[src/rtl/uart_tx_arbiter.sv]
// Round-robin, packet-locking arbiter sharing one UART byte transmitter among N_REQ requesters.
// Optional macro UART_TX_ARB_TAG_EN inserts a header tag byte (TAG_BASE | grant_id) before each grant's data.
module uart_tx_arbiter #(
    parameter int              N_REQ     = 4,
    parameter int              BYTE      = 8,
    parameter int              MAX_BURST = 16,
    parameter logic [BYTE-1:0] TAG_BASE  = 8'hA0
) (
    input  logic                       clk,
    input  logic                       areset,
    input  logic [N_REQ-1:0]           req_valid,
    input  logic [N_REQ*BYTE-1:0]      req_data,
    input  logic [N_REQ-1:0]           req_last,
    output logic [N_REQ-1:0]           req_ready,
    output logic                       tx_valid,
    output logic [BYTE-1:0]            tx_data,
    input  logic                       tx_ready,
    output logic [$clog2(N_REQ)-1:0]   grant_id,
    output logic                       busy
);

    localparam int PTR_W = $clog2(N_REQ);
    localparam int CNT_W = $clog2(MAX_BURST + 1);
    localparam logic [PTR_W:0]   N_REQ_W   = (PTR_W + 1)'(N_REQ);
    localparam logic [PTR_W-1:0] PTR_LAST  = PTR_W'(N_REQ - 1);
    localparam logic [CNT_W-1:0] CNT_MAX   = CNT_W'(MAX_BURST);
    localparam logic [BYTE-1:0]  OWNER_MSK = BYTE'(N_REQ - 1);

    // The tag is formed by OR-ing the owner index into TAG_BASE, so its low bits must be free.
    if (N_REQ < 2 || N_REQ > 8 || MAX_BURST < 1 || (TAG_BASE & OWNER_MSK) != '0) begin : g_bad_param
        $error("uart_tx_arbiter: illegal parameter combination");
    end

    typedef enum logic [1:0] {
        S_IDLE   = 2'd0,
        S_TAG    = 2'd1,
        S_STREAM = 2'd2
    } state_t;

    state_t             state_q, state_d;
    logic [PTR_W-1:0]   grant_id_q, grant_id_d;
    logic [PTR_W-1:0]   last_ptr_q, last_ptr_d;
    logic [CNT_W-1:0]   burst_cnt_q, burst_cnt_d;

    logic [PTR_W-1:0]   pick_s;
    logic               any_valid_s;
    logic               own_valid_s;
    logic               own_last_s;
    logic [BYTE-1:0]    own_data_s;
    logic [CNT_W-1:0]   burst_inc_s;
    logic               tx_valid_s;
    logic [BYTE-1:0]    tx_data_s;
    logic [N_REQ-1:0]   req_ready_s;
    logic               busy_s;

    // Round-robin search starting just after last_ptr; the lowest offset that has a request wins.
    always_comb begin
        logic [PTR_W:0] idx_v;
        idx_v       = '0;
        pick_s      = last_ptr_q;
        any_valid_s = |req_valid;
        for (int k = N_REQ; k >= 1; k--) begin
            idx_v = {1'b0, last_ptr_q} + (PTR_W + 1)'(k);
            if (idx_v >= N_REQ_W) begin
                idx_v = idx_v - N_REQ_W;
            end else begin
                idx_v = idx_v;
            end
            if (req_valid[idx_v[PTR_W-1:0]]) begin
                pick_s = idx_v[PTR_W-1:0];
            end else begin
                pick_s = pick_s;
            end
        end
    end

    // Current owner's request lines.
    always_comb begin
        own_valid_s = req_valid[grant_id_q];
        own_last_s  = req_last[grant_id_q];
        own_data_s  = req_data[int'(grant_id_q)*BYTE +: BYTE];
        burst_inc_s = burst_cnt_q + CNT_W'(1);
    end

    // Next-state and output decode.
    always_comb begin
        state_d     = state_q;
        grant_id_d  = grant_id_q;
        last_ptr_d  = last_ptr_q;
        burst_cnt_d = burst_cnt_q;
        tx_valid_s  = 1'b0;
        tx_data_s   = '0;
        req_ready_s = '0;
        busy_s      = (state_q != S_IDLE);
        case (state_q)
            S_IDLE: begin
                if (any_valid_s) begin
                    grant_id_d  = pick_s;
                    last_ptr_d  = pick_s;
                    burst_cnt_d = '0;
`ifdef UART_TX_ARB_TAG_EN
                    state_d     = S_TAG;
`else
                    state_d     = S_STREAM;
`endif
                end else begin
                    state_d     = S_IDLE;
                end
            end
`ifdef UART_TX_ARB_TAG_EN
            S_TAG: begin
                tx_valid_s = 1'b1;
                tx_data_s  = TAG_BASE | BYTE'(grant_id_q);
                if (tx_ready) begin
                    state_d = S_STREAM;
                end else begin
                    state_d = S_TAG;
                end
            end
`endif
            S_STREAM: begin
                tx_valid_s              = own_valid_s;
                tx_data_s               = own_data_s;
                req_ready_s[grant_id_q] = tx_ready;
                // The grant ends on the packet's last byte or when the burst budget is used up.
                if (own_valid_s && tx_ready) begin
                    burst_cnt_d = burst_inc_s;
                    if (own_last_s || (burst_inc_s == CNT_MAX)) begin
                        state_d = S_IDLE;
                    end else begin
                        state_d = S_STREAM;
                    end
                end else begin
                    state_d = S_STREAM;
                end
            end
            default: begin
                state_d = S_IDLE;
            end
        endcase
    end

    // State registers with synchronous reset; requester 0 has first priority after reset.
    always_ff @(posedge clk) begin
        if (areset) begin
            state_q     <= S_IDLE;
            grant_id_q  <= '0;
            last_ptr_q  <= PTR_LAST;
            burst_cnt_q <= '0;
        end else begin
            state_q     <= state_d;
            grant_id_q  <= grant_id_d;
            last_ptr_q  <= last_ptr_d;
            burst_cnt_q <= burst_cnt_d;
        end
    end

    assign req_ready = req_ready_s;
    assign tx_valid  = tx_valid_s;
    assign tx_data   = tx_data_s;
    assign grant_id  = grant_id_q;
    assign busy      = busy_s;

endmodule

[config.mk]
export PLATFORM = sky130hd
export DESIGN_NAME = uart_tx_arbiter
export DESIGN_NICKNAME = d
export VERILOG_FILES = /design/src/rtl/uart_tx_arbiter.sv
export SDC_FILE = /design/constraint.sdc
export NUM_CORES = 1
export LEC_CHECK = 0
export ABC_AREA = 1
export CORE_MARGIN = 1.5
export CORE_UTILIZATION = 51
export DETAILED_ROUTE_END_ITERATION = 8
export DONT_BUFFER_PORTS = 1
export GPL_TIMING_DRIVEN = 0
export MAX_ROUTING_LAYER = met4
export PLACE_DENSITY = 0.66
export SLEW_MARGIN = 10
export SYNTH_ARGS = -nofsm -noshare
export SYNTH_HDL_FRONTEND = slang
export SYNTH_SLANG_ARGS = --single-unit
[constraint.sdc]
create_clock -name clk -period 1.61 [get_ports clk]
set_input_delay 0.161 -clock clk [delete_from_list [all_inputs] [get_ports clk]]
set_output_delay 0.161 -clock clk [all_outputs]
set_load 0.02 [all_outputs]
# Word level (Yosys, flattened, before mapping)
# Index checks and enable logic that the tools add are counted.
# totals
reg_bits,11
latch_bits,0
ram_bits,0
mem_bits_ro,0
in_bits,43
out_inout_bits,16
elab_cells,70
mem_count,0
# classes
n_addsub,9
n_mul,0
div,0
magnitude_cmp,10
eq_ne,4
shift,1
muxes,32
bitwise_logic,1
n_reduce_logical,9
# ops
cell,n
$shiftx 32x6->8,1
$mux 2,11
$lt 2x3->1 const B,5
$bmux 1 s2,6
$ge 3x3->1 const B,4
$mux 5,2
$pmux 5 s2,1
$mux 1,8
$mux 8,1
$sub 2x1->2 const B,4
$add 2x2->3 const B,2
$add 5x1->5 const B,1
$eq 5x5->1 const B,1
$and 4x4->4,1
$mux 4,1
$ne 2x2->1 const B,2
$pmux 2 s2,1
$reduce_bool 2->1,2
$reduce_or 4->1,1
$add 2x1->3 const B,1
$add 2x3->3 const B,1
$reduce_and 3->1,1
$demux 1 s2,1
$eq 2x2->1 const B,1
5 further kinds,6

# Depth between registers and ports, before layout
# Gate-level depths: netlist (run 1).
# logic_depth
ltp_word,9
depth_mapped,11
mapped_depth_nobuf,10

# Worst setup path after synthesis (run 1)
# Ideal clock, no wire load.
# synth_timing
path_type,register -> register
start,register grant_id_q[0] (netlist: grant_id[0])
end,register burst_cnt_q[3]
setup_time_ps,67
arrival_time_ps,1505
t_required_ps,1543
setup_slack_ps,38
path_stages_with_launch,11
path_buffers,1
synth_period_minus_slack_ps,1572
cell_sequence,dfxtp_1 buf_6 nand2_1 inv_2 nand2_1 o21ai_2 nor2_2 nor2_4 inv_2 or2_1 a21oi_2
# synth_between
elab_chain_cells,5
# synth_rtl
element,line,text
"start, declared",41,"logic [PTR_W-1:0] grant_id_q, grant_id_d;"
"start signal, assigned",152,grant_id_q <= grant_id_d;
$bmux 1 s2,79,own_valid_s = req_valid[grant_id_q];
$mux 1 (not written as such),79,
$logic_and 1x1->1,126,if (own_valid_s && tx_ready) begin
$ne 2x2->1 (no line),--,
$reduce_and 3->1 (no line),--,
"end signal, assigned",154,burst_cnt_q <= burst_cnt_d;
"end, declared",43,"logic [CNT_W-1:0] burst_cnt_q, burst_cnt_d;"
# No other way between the ends. The select of a mux whose other input is x is not followed.
# A chain may end at the register's enable or synchronous reset.

# Worst setup path after layout (run 1)
# layout_timing
start,register grant_id_q[0] (netlist: grant_id[0])
end,output port tx_data[4]
# layout_between
elab_chain_cells,2
# layout_rtl
element,line,text
$shiftx 32x6->8,81,own_data_s = req_data[int'(grant_id_q)*BYTE +: BYTE];
$mux 8,95,case (state_q)
"end, declared",16,"output logic [BYTE-1:0] tx_data,"
# No other way between the ends.

==> Implementation_results.wiki, run 1 <==
{| class="wikitable"
! Metric !! Value
|-
| Run status || finished with violations
|-
| Failing checks || negative setup slack
|-
| Leading area contributor after synthesis || sky130_fd_sc_hd__nand2_1
|-
| Area share of and/or/nand/nor cells after synthesis || 0.437
|-
| Top-area cell type share of the netlist area || 0.264
|-
| R2R Setup Slk || 0 ns
|-
| Fraction of power spent switching nets || 0.497
|-
| Most area-consuming cells after synthesis || sky130_fd_sc_hd__nand2_1, sky130_fd_sc_hd__dfxtp_1, sky130_fd_sc_hd__nand3_1
|-
| Effective utilization at floorplan || 0.541
|-
| Final wirelength || 3100 µm
|-
| Leakage component of the power || 0.000543 µW
|-
| HPWL Detailed || 1800 µm
|-
| First-iteration detailed-routing DRC count || 33
|-
| Worst IR drop on VDD || 0.00124 V
|-
| Register area share after synthesis || 0.217
|-
| Top library cells by usage in the layout, fill and taps aside || sky130_fd_sc_hd__nand2_1, sky130_fd_sc_hd__nand3_1, sky130_fd_sc_hd__inv_1
|-
| Non-filler instance count after layout || 201
|-
| Via Count || 1162
|-
| Number of antenna-violating nets in the routed design || 0
|-
| Global placer's final weighted congestion || 0.945
|-
| Number of hold violations in the final report || 0
|-
| DRC violation count after routing || 0
|-
| Count of state elements after synthesis || 10
|-
| Final setup fails || 3
|-
| Wire length of the first global-routing pass || 3370 µm
|-
| Post-synthesis compound-gate area fraction || 0.215
|-
| Most common cell after layout, fill and taps aside || sky130_fd_sc_hd__nand2_1
|-
| Core ar. || 1710 µm²
|-
| Number of diodes added for antenna fixing || 0
|-
| Share of power burned in the clock network || 0.103
|-
| Number of instances in the placed design || 184
|-
| Die Height || 45.6 µm
|-
| Power density cells || 1180 nW/µm²
|-
| Slew of the pin with the lowest slew margin || 0.410 ns
|-
| Sum of overflow across all layers after global routing || 0
|-
| Largest driver fanout on the critical path || 8
|-
| Number of violations of the max-capacitance limit || 0
|-
| Distinct cells, synth || 25
|-
| Num CTS Buffers || 3
|-
| Required time of the critical path || 1.45 ns
|-
| Post-layout net count || 222
|-
| Core Util, Final || 0.776
|-
| Number of slew-limit violations in the final report || 0
|-
| Share of synthesized cell area in full adder, half adder and majority cells || 0.0135
|-
| Insertion delay of the later-clocked pin in the worst-skew pair || 0.26 ns
|-
| Worst r2r path cells || 9
|-
| Cell Rows || 15
|-
| Fraction of power consumed by sequential logic || 0.228
|-
| Clock transition time at the flip-flop clock pins of the worst setup and hold paths || 0.06 ns
|-
| Xor and xnor fraction of the mapped netlist area || 0.0189
|-
| Max frequency || 607 MHz
|-
| Clock sink total || 10
|-
| Kind of critical path || reg2out
|-
| Mux share of post-synthesis cell area || 0
|-
| Vias per cell || 5.78
|-
| Cell area after placement || 956 µm²
|-
| CTS tree || yes
|-
| RSZ-0062 raised after global routing || true
|-
| Fraction of final layout cells with drive strength greater than 1 || 0.341
|-
| Port Buf Inserts || 0
|-
| Iteration count of the initial detailed-routing pass || 4
|-
| Fin crit share || 1.02
|-
| Routed wire length per instance || 15.4 µm
|-
| Fillers || 142
|-
| Mean cell area of the mapped netlist || 5.82 µm²
|-
| Startpoint of the most critical setup path || grant_id[0]
|-
| Number of synthesis warnings || 0
|-
| Max Buffers Root-to-Sink || 2
|-
| CP Launch Type || flip-flop
|-
| Clock root cell || sky130_fd_sc_hd__clkbuf_4
|-
| Reg2reg start || grant_id[0]
|-
| Least setup slack across all paths after layout || -0.0386 ns
|-
| Cell Int Power || 785 µW
|-
| Syn-to-layout area delta || 43.3%
|-
| Critical path arrival || 1.49 ns
|-
| Die X || 45.6 µm
|-
| Max-Slew Margin vs Limit || 0.726
|-
| Endpoint of the most critical setup path || tx_data[4]
|-
| Synth Net Count || 203
|-
| H-tree level count || 1
|-
| Sort of element at the end of the critical path || output port
|-
| Die area || 2080 µm²
|-
| Initial antenna violation count || 0
|-
| Boundary Pins || 59
|-
| R2R Path End || burst_cnt_q[3]
|-
| Gate Count Post-Synth || 159
|-
| Maximum number of pins on one net before global-route repair || 11
|-
| Summed area of non-filler cells in the final layout || 1330 µm²
|-
| Worst clock skew || 0.00354 ns
|-
| Comb power frac || 0.669
|-
| Final critical path time including I/O delays and setup || 1.65 ns
|-
| Worst min-delay path class || in2reg
|-
| Synthesized area || 925 µm²
|-
| Main combinational cell family by area after synthesis || simple AND/OR/NAND/NOR gates
|-
| Sw power || 775 µW
|-
| Global routing usage summed across all routing layers || 0.229
|-
| Number of global-route vias before repair || 813
|}
## power groups by stage
| stage | Combinational, µW | Sequential [µW] | Clock (µW) |
|---|---|---|---|
| 6_report | 1040 | 356 | 161 |
| 5_1_grt | 1120 | 359 | 182 |
| 4_1_cts | 729 | 336 | 171 |
| 3_5_place_dp | 635 | 336 | 0 |
| 3_3_place_gp | 621 | 336 | 0 |
| 2_1_floorplan | 539 | 330 | 0 |
## through the flow
step | power [µW] | worst slack (ns) | setup TNS, ns | hold slack (ns)
after floorplan | 869 | 0.0385 | 0 | 0.444
after CTS | 1240 | -0.0456 | -0.201 | 0.199
final | 1560 | -0.0386 | -0.0747 | 0.195
after detailed placement | 971 | -0.199 | -1.61 | 0.470
after global placement | 957 | -0.180 | -1.11 | 0.461
after global routing | 1660 | -0.0969 | -0.370 | 0.228
## cells in the mapped netlist
cell,number
sky130_fd_sc_hd__a22oi_1,8
sky130_fd_sc_hd__o21ai_0,2
sky130_fd_sc_hd__a31oi_1,8
sky130_fd_sc_hd__nor2_1,8
sky130_fd_sc_hd__nor2_2,1
sky130_fd_sc_hd__or2_1,1
sky130_fd_sc_hd__nor2_4,2
sky130_fd_sc_hd__buf_1,1
sky130_fd_sc_hd__a21oi_1,8
sky130_fd_sc_hd__inv_1,13
sky130_fd_sc_hd__buf_6,1
sky130_fd_sc_hd__dfxtp_1,10
sky130_fd_sc_hd__a21oi_2,1
sky130_fd_sc_hd__inv_2,4
sky130_fd_sc_hd__xor2_1,2
sky130_fd_sc_hd__buf_2,1
sky130_fd_sc_hd__clkinv_1,2
sky130_fd_sc_hd__nand3_1,14
sky130_fd_sc_hd__ha_1,1
sky130_fd_sc_hd__o21ai_2,2
sky130_fd_sc_hd__o211ai_1,1
sky130_fd_sc_hd__o21ai_1,1
sky130_fd_sc_hd__nor2_8,1
sky130_fd_sc_hd__nand2_1,65
sky130_fd_sc_hd__nor3_1,1
## how the worst min path moves through the flow
stage,startpoint,endpoint,slack (ns),cells past startpoint
4_1_cts,tx_ready,state_q[1],0.20,5
5_1_grt,req_valid[1],grant_id[0],0.23,3
6_report,tx_ready,state_q[1],0.20,5
2_1_floorplan,tx_ready,state_q[1],0.44,5
3_5_place_dp,burst_cnt_q[0],burst_cnt_q[0],0.47,1
3_3_place_gp,burst_cnt_q[0],burst_cnt_q[0],0.46,1
## area by class of cell
cell class	instances	area, µm²	share of cell area
multi-input cells	129	851	0.642
flip-flops and latches	10	208	0.157
well taps	25	31.3	0.0236
plain buffers	3	28.8	0.0217
clock buffers	3	22.5	0.0170
inverters	19	86.3	0.0652
repair buffers	11	90.1	0.0680
repair inverters	1	7.51	0.00567
## worst max-delay path, stage by stage (launching register included)
cell	delay [ns]
sky130_fd_sc_hd__dfxtp_4	0.37
sky130_fd_sc_hd__buf_12	0.15
sky130_fd_sc_hd__buf_4	0.14
sky130_fd_sc_hd__nor2_4	0.19
sky130_fd_sc_hd__nand2_1	0.13
sky130_fd_sc_hd__a31oi_4	0.25
## per-layer routing
metal  GRT usage  routed length [µm]  vias up
li1            -                   -      564
met1       0.272                1150      531
met2       0.383                1560       48
met3      0.0357                 201       19
met4      0.0882                 185        0
met5           -                   0        -
## state kept, by name, indices dropped and copies added (netlist names)
name and flops:
burst_cnt_q 5, grant_id 2, last_ptr_q 2, state_q 1
## cell families (layout without fill, tap and decap cells)
kind of cell    Yosys count  in the layout
compound gates           31             31
simple gates             93             95
fa+ha+maj                 1              1
buf+inv                  22             37
flops                    10             10
xor+xnor                  2              2
## repair_timing
item | CTS | global route
pin swaps | 1 | 13
gates resized for setup | 22 | 31
setup endpoints to repair | 21 | 19
setup buffers | 1 | 10
endpoints found under the hold margin | 0 | 0
cloned | 0 | 3
hold buffers | 0 | 0
No activity file was read; power rests on OpenSTA's default activity.
==> run 2: changes to the inputs <==
GPL_TIMING_DRIVEN = default   (was 0)
==> Implementation_results.wiki, run 2 (synthesized netlist as in run 1, its figures left out) <==
{| class="wikitable"
! Metric !! Value
|-
| Initial antenna violation count || 0 (unchanged)
|-
| Iteration count of the initial detailed-routing pass || 4 (unchanged)
|-
| Global routing usage summed across all routing layers || 0.247 (was 0.229)
|-
| Fillers || 155 (was 142)
|-
| Fin crit share || 0.960 (was 1.02)
|-
| Core ar. || 1710 µm² (unchanged)
|-
| Die X || 45.6 µm (unchanged)
|-
| Worst clock skew || 0.00461 ns (was 0.00354 ns)
|-
| Slew of the pin with the lowest slew margin || 0.291 ns (was 0.410 ns)
|-
| Maximum number of pins on one net before global-route repair || 11 (unchanged)
|-
| Number of slew-limit violations in the final report || 0 (unchanged)
|-
| Critical path arrival || 1.38 ns (was 1.49 ns)
|-
| Number of hold violations in the final report || 0 (unchanged)
|-
| Max Buffers Root-to-Sink || 2 (unchanged)
|-
| H-tree level count || 1 (unchanged)
|-
| Number of violations of the max-capacitance limit || 0 (unchanged)
|-
| Max-Slew Margin vs Limit || 0.806 (was 0.726)
|-
| Hold slack || 0.00449 ns (was 0.195 ns)
|-
| Top layer used by detailed routing || met4 (unchanged)
|-
| Number of antenna-violating nets in the routed design || 0 (unchanged)
|-
| Detail Route met2 WL || 1310 µm (was 1560 µm)
|-
| Wire length of the first global-routing pass || 3590 µm (was 3370 µm)
|-
| Sum of overflow across all layers after global routing || 0 (unchanged)
|-
| First-iteration detailed-routing DRC count || 24 (was 33)
|-
| Met3 WL post-DR || 176 µm (was 201 µm)
|-
| CTS tree || yes (unchanged)
|-
| Max frequency || 647 MHz (was 607 MHz)
|-
| Syn-to-layout area delta || 28.1% (was 43.3%)
|-
| Die area || 2080 µm² (unchanged)
|-
| CP Launch Type || flip-flop (unchanged)
|-
| Die Height || 45.6 µm (unchanged)
|-
| Leakage component of the power || 0.000568 µW (was 0.000543 µW)
|-
| Number of diodes added for antenna fixing || 0 (unchanged)
|-
| Fraction of final layout cells with drive strength greater than 1 || 0.238 (was 0.341)
|-
| Worst min-delay path class || in2reg (unchanged)
|-
| Kind of critical path || reg2out (unchanged)
|-
| Power density cells || 1130 nW/µm² (was 1180 nW/µm²)
|-
| Vias per cell || 5.36 (was 5.78)
|-
| Insertion delay of the later-clocked pin in the worst-skew pair || 0.27 ns (was 0.26 ns)
|-
| Port Buf Inserts || 0 (unchanged)
|-
| HPWL Detailed || 2090 µm (was 1800 µm)
|-
| Top library cells by usage in the layout, fill and taps aside || sky130_fd_sc_hd__nand2_1, sky130_fd_sc_hd__buf_4, sky130_fd_sc_hd__nand3_1 (was sky130_fd_sc_hd__nand2_1, sky130_fd_sc_hd__nand3_1, sky130_fd_sc_hd__inv_1)
|-
| DRC violation count after routing || 0 (unchanged)
|-
| Number of global-route vias before repair || 901 (was 813)
|-
| Routed length on met1 || 1080 µm (was 1150 µm)
|-
| Clock root cell || sky130_fd_sc_hd__clkbuf_4 (unchanged)
|-
| Run status || completed (was finished with violations)
|-
| Post-layout net count || 231 (was 222)
|-
| Final wirelength || 2620 µm (was 3100 µm)
|-
| Final critical path time including I/O delays and setup || 1.55 ns (was 1.65 ns)
|-
| Global placer's final weighted congestion || 0.945 (about the same)
|-
| Boundary Pins || 59 (unchanged)
|-
| Num CTS Buffers || 3 (unchanged)
|-
| Effective utilization at floorplan || 0.541 (unchanged)
|-
| Max reg flops || 5 (unchanged)
|-
| Via Count || 1126 (was 1162)
|-
| Most common cell after layout, fill and taps aside || sky130_fd_sc_hd__nand2_1 (unchanged)
|-
| Required time of the critical path || 1.45 ns (about the same)
|-
| Cell Rows || 15 (unchanged)
|-
| Largest driver fanout on the critical path || 5 (was 8)
|-
| Routed wire length per instance || 12.5 µm (was 15.4 µm)
|-
| Setup TNS || 0 ns (was -0.0747 ns)
|-
| Clock sink total || 10 (unchanged)
|-
| Sort of element at the end of the critical path || output port (unchanged)
|-
| Final setup fails || 0 (was 3)
|-
| Register bank with the most flops || burst_cnt_q (unchanged)
|-
| Clock transition time at the flip-flop clock pins of the worst setup and hold paths || 0.05 ns (was 0.06 ns)
|-
| Worst IR drop on VDD || 0.000864 V (was 0.00124 V)
|-
| RSZ-0062 raised after global routing || false (was true)
|}
==> run 2: cell count changes in the layout (fill, tap and decap cells not counted), sizes merged <==
| cell | before | now |
|---|---|---|
| clkinvlp | 1 | 0 |
| buf | 14 | 25 |
| nor2 | 14 | 12 |
| clkinv | 1 | 2 |
| inv | 18 | 17 |
| dlygate4sd3 | 0 | 1 |
==> run 2: final timing paths <==
check,slack (ns),cells after the start,end,start
hold reg to reg,0.50,2,state_q[1],state_q[1]
hold / removal,0.004,2,last_ptr_q[0],areset
setup / recovery,0.06,6,tx_data[3],grant_id[0]
setup reg to reg,0.17,9,burst_cnt_q[3],grant_id[0]
==> run 2: through the flow <==
stage / cells / setup WS [ns] / utilization / instance area [µm²] / total power, µW
2_1_floorplan: 159 / 0.0385 / - / 925 / 869
3_3_place_gp: 204 / 0.181 / 0.649 / 1110 / 1080
3_5_place_dp: 204 / 0.0754 / 0.649 / 1110 / 1110
4_1_cts: 208 / 0.00898 / 0.674 / 1150 / 1290
5_1_grt: 210 / 0.000321 / 0.694 / 1180 / 1440
6_report: 210 / 0.0645 / 0.694 / 1180 / 1340
==> run 2: what timing repair did <==
action | CTS | global route
endpoints found under the hold margin | 7 | 0
endpoints found under the setup margin | 9 | 8
gates cloned | 0 | 2
pin swaps | 0 | 3
setup buffers | 0 | 1
hold buffers | 1 | 0
resized for setup | 5 | 7
==> run 2: critical path, cell delays in order, from the launching register on <==
cell and delay [ns]:
sky130_fd_sc_hd__dfxtp_4 0.37, sky130_fd_sc_hd__buf_6 0.13, sky130_fd_sc_hd__nor2_8 0.11, sky130_fd_sc_hd__buf_6 0.12, sky130_fd_sc_hd__nand2_1 0.05, sky130_fd_sc_hd__a31oi_1 0.17
sky130_fd_sc_hd__buf_4 0.17
==> run 2: final cells by class <==
| class | count | area [µm²] | area share |
|---|---|---|---|
| multi-input combinational | 127 | 641 | 0.541 |
| timing repair buffer | 26 | 206 | 0.174 |
| tap | 25 | 31.3 | 0.0264 |
| clock buffer | 3 | 22.5 | 0.0190 |
| inverter | 19 | 76.3 | 0.0644 |
| sequential | 10 | 208 | 0.175 |
==> run 2: per-layer routing <==
metal,vias up,global-route usage
met2,42,0.425
met4,0,0.124
met3,5,0.0238
li1,578,-
met5,-,-
met1,501,0.280
==> run 2: power by group <==
part,switching [µW],total (µW),internal [µW]
sequential,48.5,335,286
combinational,492,836,344
clock,81.7,168,86.2
